## src/rtl/fetch_pkg.sv

```systemverilog
// Shared types and constants for the instruction fetch stage.
package fetch_pkg;

  localparam int unsigned XLEN       = 32;
  localparam int unsigned INST_BYTES = 4;

  // One reservation slot: the PC is known at issue, the instruction arrives later.
  typedef struct packed {
    logic [XLEN-1:0] pc;
    logic [XLEN-1:0] inst;
    logic            filled;
  } fetch_entry_t;

  // Clear the byte-offset bits of a fetch address.
  function automatic logic [XLEN-1:0] word_align(input logic [XLEN-1:0] addr);
    return {addr[XLEN-1:2], 2'b00};
  endfunction

endpackage

```

## src/rtl/fetch_fifo.sv

```systemverilog
// Reservation FIFO: slots are allocated in issue order, filled in response order
// and popped in program order. Flush drops every slot at once.
module fetch_fifo
  import fetch_pkg::*;
#(
  parameter int unsigned DEPTH = 4,
  localparam int unsigned PW = $clog2(DEPTH),
  localparam int unsigned CW = $clog2(DEPTH + 1)
) (
  input  logic                 clk,
  input  logic                 rst,
  input  logic                 flush,
  input  logic                 alloc,
  input  logic [XLEN-1:0]      alloc_pc,
  input  logic                 fill,
  input  logic [XLEN-1:0]      fill_inst,
  input  logic                 pop,
  output fetch_entry_t         head_entry,
  output logic [CW-1:0]        count,
  output logic [CW-1:0]        unfilled
);

  fetch_entry_t  mem_q [DEPTH];
  logic [PW-1:0] head_q, tail_q, fill_q;
  logic [CW-1:0] count_q, unfilled_q;
  logic          head_valid, alloc_en, fill_en, pop_en;

  function automatic logic [PW-1:0] ptr_inc(input logic [PW-1:0] p);
    return (p == PW'(DEPTH - 1)) ? '0 : p + PW'(1);
  endfunction

  assign head_valid = (count_q != '0) && mem_q[head_q].filled;
  // Guards keep a misbehaving producer from corrupting the pointers.
  assign alloc_en   = alloc && (count_q != CW'(DEPTH));
  assign fill_en    = fill && (unfilled_q != '0);
  assign pop_en     = pop && head_valid;

  assign head_entry = mem_q[head_q];
  assign count      = count_q;
  assign unfilled   = unfilled_q;

  // Pointer and occupancy bookkeeping.
  always_ff @(posedge clk) begin
    if (rst || flush) begin
      head_q     <= '0;
      tail_q     <= '0;
      fill_q     <= '0;
      count_q    <= '0;
      unfilled_q <= '0;
    end else begin
      if (alloc_en) tail_q <= ptr_inc(tail_q);
      if (fill_en)  fill_q <= ptr_inc(fill_q);
      if (pop_en)   head_q <= ptr_inc(head_q);
      count_q    <= count_q + CW'(alloc_en) - CW'(pop_en);
      unfilled_q <= unfilled_q + CW'(alloc_en) - CW'(fill_en);
    end
  end

  // Slot storage; contents are only meaningful while count covers the slot.
  always_ff @(posedge clk) begin
    if (alloc_en) begin
      mem_q[tail_q] <= '{pc: alloc_pc, inst: '0, filled: 1'b0};
    end
    if (fill_en) begin
      mem_q[fill_q].inst   <= fill_inst;
      mem_q[fill_q].filled <= 1'b1;
    end
  end

endmodule

```

## src/rtl/ifetch_unit.sv

```systemverilog
// Instruction fetch stage: PC, request issue, stale-response drop counter and
// the decode-side valid/ready interface in front of the reservation FIFO.
module ifetch_unit
  import fetch_pkg::*;
#(
  parameter logic [XLEN-1:0] RESET_PC = 32'h0000_0000,
  parameter int unsigned     DEPTH    = 4
) (
  input  logic            clk,
  input  logic            rst,
  output logic            imem_req,
  output logic [XLEN-1:0] imem_addr,
  input  logic            imem_ready,
  input  logic            imem_rvalid,
  input  logic [XLEN-1:0] imem_rdata,
  input  logic            redirect_valid,
  input  logic [XLEN-1:0] redirect_pc,
  output logic            id_valid,
  input  logic            id_ready,
  output logic [XLEN-1:0] id_inst,
  output logic [XLEN-1:0] id_pc
);

  localparam int unsigned CW = $clog2(DEPTH + 1);

  logic [XLEN-1:0] fetch_pc_q, fetch_pc_d;
  logic [CW-1:0]   drop_cnt_q, drop_cnt_d;
  logic [CW-1:0]   count, unfilled, owed;
  logic [CW:0]     occupancy;
  logic            accept, fill, pop;
  fetch_entry_t    head_entry;

  // Stale responses still occupy a slot's worth of memory capacity.
  assign occupancy = {1'b0, count} + {1'b0, drop_cnt_q};
  assign imem_req  = !rst && !redirect_valid && (occupancy < (CW + 1)'(DEPTH));
  assign imem_addr = fetch_pc_q;
  assign accept    = imem_req && imem_ready;

  assign fill      = imem_rvalid && (drop_cnt_q == '0) && !redirect_valid;
  assign id_valid  = (count != '0) && head_entry.filled && !redirect_valid;
  assign pop       = id_valid && id_ready;
  assign id_inst   = head_entry.inst;
  assign id_pc     = head_entry.pc;

  assign owed      = drop_cnt_q + unfilled;

  // Next fetch PC and number of responses to throw away.
  always_comb begin
    fetch_pc_d = fetch_pc_q;
    drop_cnt_d = drop_cnt_q;
    if (redirect_valid) begin
      fetch_pc_d = word_align(redirect_pc);
      // Every unfilled slot becomes owed; a response this cycle pays one off.
      drop_cnt_d = owed - CW'(imem_rvalid && (owed != '0));
    end else begin
      if (accept) fetch_pc_d = fetch_pc_q + XLEN'(INST_BYTES);
      if (imem_rvalid && (drop_cnt_q != '0)) drop_cnt_d = drop_cnt_q - CW'(1);
    end
  end

  // PC and drop counter registers.
  always_ff @(posedge clk) begin
    if (rst) begin
      fetch_pc_q <= RESET_PC;
      drop_cnt_q <= '0;
    end else begin
      fetch_pc_q <= fetch_pc_d;
      drop_cnt_q <= drop_cnt_d;
    end
  end

  fetch_fifo #(
    .DEPTH (DEPTH)
  ) u_fifo (
    .clk        (clk),
    .rst        (rst),
    .flush      (redirect_valid),
    .alloc      (accept),
    .alloc_pc   (fetch_pc_q),
    .fill       (fill),
    .fill_inst  (imem_rdata),
    .pop        (pop),
    .head_entry (head_entry),
    .count      (count),
    .unfilled   (unfilled)
  );

endmodule

```

## config.mk

```make
export PLATFORM = sky130hd
export DESIGN_NAME = ifetch_unit
export DESIGN_NICKNAME = d
export VERILOG_FILES = /design/src/rtl/fetch_pkg.sv /design/src/rtl/fetch_fifo.sv /design/src/rtl/ifetch_unit.sv
export SDC_FILE = /design/constraint.sdc
export NUM_CORES = 1
export LEC_CHECK = 0
export CORE_AREA = 2 2 151 153
export DETAILED_ROUTE_END_ITERATION = 10
export DIE_AREA = 0 0 153 155
export PLACE_DENSITY = 0.92
export SYNTH_ARGS = -nofsm -noshare
export SYNTH_HDL_FRONTEND = slang
export SYNTH_SLANG_ARGS = --single-unit
```

## constraint.sdc

```tcl
create_clock -name clk -period 6.96 [get_ports clk]
set_clock_uncertainty 0.15 [all_clocks]
set_input_delay 1.392 -clock clk [delete_from_list [all_inputs] [get_ports clk]]
set_output_delay 1.392 -clock clk [all_outputs]
set_load 0.005 [all_outputs]
```

# --- Word level (Yosys, flattened, before mapping) ---
# Memories as Yosys holds them, arrays and structs flattened. A register that Yosys moved wholly into a read port is not among the register bits.
# Index checks and enable logic that the tools add are counted.
totals:
  reg_bits: 47
  latchBits: 0
  ram_bits: 260
  rom_bits: 0
  input_bits: 70
  out_inout_bits: 98
  word_cells: 63
  mem_count: 1
op_classes:
  add_sub_neg: 12
  n_mul: 0
  div_mod_pow: 0
  n_lt_le_gt_ge: 1
  n_eq_ne: 4
  shifts: 0
  muxes: 13
  bitwise: 0
  n_reduce_logical: 24
memory_table:
  columns: ["memory", "depth", "word_bits", "rd", "rd_ports_with_merged_regs", "wr", "line_no", "rtl"]
  rows:
  - ["u_fifo.mem_q", 4, 65, 1, 1, 2, "fetch_fifo.sv:23", "fetch_entry_t mem_q [DEPTH];"]
ops:
  columns: ["operator", "count"]
  rows:
  - ["32-bit two-way mux", 2]
  - ["32-bit by 3-bit adder with 32-bit output (second input constant)", 1]
  - ["1-bit logical AND", 13]
  - ["3-bit nonzero test", 4]
  - ["2-bit two-way mux", 5]
  - ["3-bit by 1-bit subtractor with 3-bit output", 3]
  - ["2-bit by 1-bit adder with 2-bit output (second input constant)", 3]
  - ["3-bit by 1-bit adder with 3-bit output", 2]
  - ["2-bit == test (second input constant)", 3]
  - ["3-bit two-way mux", 2]
  - ["3-bit by 3-bit adder with 4-bit output", 1]
  - ["4-bit by 3-bit less-than comparator with 1-bit output (second input constant)", 1]
  - ["1-bit two-way mux", 4]
  - ["2-bit nonzero test", 2]
  - ["3-bit adder", 1]
  - ["3-bit logical NOT", 1]
  - ["3-bit inequality test (second input constant)", 1]
  - ["3-bit by 1-bit subtractor with 3-bit output (second input constant)", 1]
  - ["1-bit logical NOT", 2]
  - ["2-bit OR reduction", 1]
  - ["1-bit logical OR", 1]

# --- Longest topological paths before layout ---
depth:
  word_depth: 7
  mapped_depth: 14
  depth_no_buf: 12

# --- By module ---
# A second synthesis with hierarchy kept.
unflattened:
  cells_unflattened: 850
  hier_area_um2: 13385.3
modules_own_cells:
  columns: ["mod", "n_inst", "cells_each", "area_each_um2", "seq_area_each_um2"]
  rows:
  - ["fetch_fifo", 1, 591, 11162.0, 8047.7]
  - ["ifetch_unit", 1, 259, 2223.4, 660.6]

# --- Worst setup path after synthesis ---
# OpenSTA, ideal clock, no wires.
synth_path:
  path_type: "input port to output port"
  startpoint: "input port redirect_valid"
  endpoint: "output port imem_req"
  arrival_time_ns: 2.232
  t_required_ns: 5.418
  setup_slack_ns: 3.186
  cell_stages: 5
  path_buffers: 2
  cell_sequence: "clkbuf_1 > clkinv_1 > clkbuf_1 > nand2_1 > nor3_1"
synth_via:
  elab_chain_cells: 3
synth_lines:
  columns: ["item", "line_no", "rtl"]
  rows:
  - ["from (decl)", "ifetch_unit.sv:16", "input logic redirect_valid,"]
  - ["1-bit logical NOT", "ifetch_unit.sv:35", "assign imem_req = !rst && !redirect_valid && (occupancy < (CW + 1)'(DEPTH));"]
  - ["1-bit logical AND (2 in series)", "ifetch_unit.sv:35", null]
  - ["to (decl)", "ifetch_unit.sv:11", "output logic imem_req,"]
# Every way passes these cells.

# --- Final worst setup path ---
layout_path:
  startpoint: "input port rst"
  endpoint: "output port imem_req"
layout_via:
  elab_chain_cells: 3
layout_lines:
  columns: ["item", "line_no", "rtl"]
  rows:
  - ["from (decl)", "ifetch_unit.sv:10", "input logic rst,"]
  - ["1-bit logical NOT", "ifetch_unit.sv:35", null]
  - ["1-bit logical AND (2 in series)", "ifetch_unit.sv:35", null]
# Every way passes these cells.

==> results.cfg <==
[synthesis]
synth.distinct_cells = 65
yosys_warnings = 0
ys_seq_elements = 299
synth-xor-area-share_pct = 1.01
syn-cell-area_sq_um = 13000
synth_flop_cell = edfxtp_1
yosys.area_share.simple_pct = 12.6
yosysSeqAreaShare_pct = 65.3
synth_mux_area_share_pct = 11.7
synth_compound_area_share_pct = 4.02
synth_edf_count = 248
syn_inst = 852
synth_fa_ha_area_share_pct = 2.49
synth-async-reset-ratio_pct = 0
synth_top_family_by_area = simple AND/OR/NAND/NOR gates
avgSynthCellArea_sq_um = 15.2

[worst_setup_path]
crit_end = imem_req
cp_data_arrival_time_ns = 4.04
crit_type = input pin to output pin
r2r_slack_ns = 3.14
cpMaxStageDelayCell = clkdlybuf4s50_1
r2r-start = u_fifo.count[1]
crit_top_cell = clkdlybuf4s50_1
crit_fanout = 15
r2r_cells = 7
crit_required_ns = 5.42
r2r_end = u_fifo.mem_q[1][29]
cp-end-kind = output pin
startpoint_type = input pin
slowest_delay_ns = 0.75
path_cells = clkdlybuf4s50_1, inv_1, nand2_1, nor3_1, clkdlybuf4s50_1
crit_start = rst

[clocking]
clkSlewWorstSetupHoldPaths_ns = 0.07
cts_inserted_buffers = 29
postCtsHoldBufs = 0
clk_latency_ns = 0.54
cts_tree = built
clockBufferDepth = 3
htree_levels = 1
clockRootBuffer = clkbuf_16
ctsResizeCount = 0
cts.sinks = 299
cts_setup_buffers = 0

[global_routing]
grt_max_degree = 138
grt_antenna_before_repair = 0
grt_pass1_wl_mm = 47.2
overflow = 0
grt_pass1_vias = 8489
grt_usage_pct = 25.4

[sta]
fin_crit_sh_pct = 80.2
fin_setup_tns_ns = 0
relSlewSlack_pct = 30.3
timing.final.max_slew_violations = 0
hold_viol = 0
rsz0062_at_grt = false
setup_violations = 0
min_period_ns = 5.58
worstMarginPinSlew_ns = 1.04
timing.fmax_mhz = 179

[route]
wirelength_mm = 30.2
detail-route-antenna-nets = 0
avgRoutedWirePerCell_microns = 23.0
wl_met1_mm = 11.6
drt_first_iter_violations = 883
top_layer = met4
wl_met2_mm = 15.2
dr.pass1.iters = 7
num_vias = 8240
viasPerCell = 6.28
dr_wl_met3_mm = 1.99
drc_errors = 0

[power_and_ir_drop]
p_sw_uw = 830
p_int_uw = 3150
p_comb_share_pct = 7.3
pwr-share-clk_pct = 42.0
leakage_uw = 0.00596
p_per_area_nw_per_um2 = 251
pwr-share-seq_pct = 50.7
ir_drop_uv = 196
switching_share_pct = 20.9

[floorplanning]
die_w_microns = 153
die_h_microns = 155
start_util_pct = 58.4
io_pins = 168
dieArea_sq_um = 23700
row_count = 55
core_area_sq_um = 22200

[finish]
area_growth_syn_to_layout_pct = 22.3
seq_area_sq_um = 8470
n_antenna_cell = 0
multi_input_area_sq_um = 4150
stdcell_count = 1313
fin_nets = 1100
drive_gt1_share_pct = 14.0
nFillCells = 1342

[placement]
gp_congestion = 0.872
dpl.hpwl_mm = 17.9
dp_cells = 1260
portBuffers = 161

[status]
outcome = complete, no violations

[job]
cap_violations = 0

[hold_path]
hold_path_class = register to register
[sequential cells by signal, indices dropped and copies added, names as in the netlist, named ones only]
register and flops:
u_fifo.mem_q 252, u_fifo.head_q 2, u_fifo.unfilled 3, u_fifo.fill_q 2
imem_addr 30, drop_cnt_q 3, u_fifo.tail_q 2, u_fifo.count 3
[worst max-delay path, delay by kind of cell]
| family | cells | cell delay (ns) |
|---|---|---|
| buf+inv | 3 | 1.82 |
| simple gates | 2 | 0.82 |
[routing by layer]
metal	up-vias	global-route usage, %
met5	-	0
met4	0	11.8
met3	101	2.70
met2	422	43.7
met1	4092	33.1
li1	3625	-
[layout by cell type, fill, tap and decap left out, drive strengths merged, types with 7 or more instances in the layout]
cell type,count
edfxtp,248
clkdlybuf4s50,161
and3,133
mux4,63
dfxtp,51
nand2,45
nor2,35
clkbuf,32
inv,27
ha,21
buf,19
a21oi,16
nand3,15
nand4,14
a31oi,13
o21ai,13
clkinv,12
and2,9
nor3,9
xor2,8
xnor2,7
bufinv,7
[worst min-delay path by stage]
stage                                  start                  to  slack, ns  cells after the start
after floorplan           u_fifo.mem_q[2][0]  u_fifo.mem_q[2][0]       0.27                      1
after global placement    u_fifo.mem_q[2][0]  u_fifo.mem_q[2][0]       0.28                      1
after detailed placement  u_fifo.mem_q[2][0]  u_fifo.mem_q[2][0]       0.29                      1
after CTS                 u_fifo.mem_q[0][0]  u_fifo.mem_q[0][0]       0.30                      1
after global routing      u_fifo.mem_q[3][0]  u_fifo.mem_q[3][0]       0.33                      1
final                     u_fifo.mem_q[1][0]  u_fifo.mem_q[1][0]       0.30                      1
[cell usage after synthesis, types with 4 or more instances]
| cell | instances | share of area, % |
|---|---|---|
| a31oi_1 | 13 | 0.63 |
| and3_1 | 132 | 6.4 |
| nand2_1 | 45 | 1.3 |
| xor2_1 | 8 | 0.54 |
| mux4_2 | 63 | 11 |
| inv_1 | 26 | 0.75 |
| buf_4 | 5 | 0.29 |
| nand3_1 | 14 | 0.54 |
| clkbuf_1 | 38 | 1.1 |
| mux2i_1 | 6 | 0.46 |
| or3_1 | 4 | 0.19 |
| ha_1 | 21 | 2.0 |
| and2_1 | 9 | 0.43 |
| nand4_1 | 13 | 0.63 |
| a21o_1 | 4 | 0.23 |
| nor3_1 | 7 | 0.27 |
| a21oi_1 | 15 | 0.58 |
| buf_2 | 14 | 0.54 |
| a211oi_1 | 6 | 0.35 |
| xnor2_1 | 7 | 0.47 |
| nor2_1 | 35 | 1.0 |
| dfxtp_1 | 51 | 7.9 |
| edfxtp_1 | 248 | 57 |
| o21ai_0 | 13 | 0.50 |
[cell type report]
cell class,instances,area share [%]
Sequential cell,299,53.4
Inverter,27,0.639
Tap cell,285,2.25
Timing Repair Buffer,180,11.1
Clock buffer,32,4.65
Multi-Input combinational cell,469,26.1
Clock inverter,21,1.85
[through the flow]
step / util, % / cell area, sq um / setup slack [ns] / hold slack, ns / total power (uW)
2_1_floorplan: - / 13000 / 3.19 / 0.270 / 2180
3_3_place_gp: 66.7 / 14800 / 1.59 / 0.279 / 2320
3_5_place_dp: 66.7 / 14800 / 1.56 / 0.288 / 2340
4_1_cts: 71.4 / 15900 / 1.54 / 0.304 / 4000
5_1_grt: 71.4 / 15900 / 1.29 / 0.325 / 4100
6_report: 71.4 / 15900 / 1.38 / 0.305 / 3980
[cell families after synthesis]
kind of cell | Yosys count
mux | 72
xor+xnor | 15
other cells | 1
buf+inv | 87
fa+ha+maj | 24
compound gates | 74
flops | 299
simple gates | 280
[power by group through the flow]
stage / Combinational (uW) / Clock [uW] / Sequential (uW)
2_1_floorplan: 139 / 0 / 2040
3_3_place_gp: 274 / 0 / 2050
3_5_place_dp: 282 / 0 / 2060
4_1_cts: 288 / 1690 / 2020
5_1_grt: 311 / 1770 / 2020
6_report: 289 / 1670 / 2020
No activity file was read; power rests on OpenSTA's default activity.
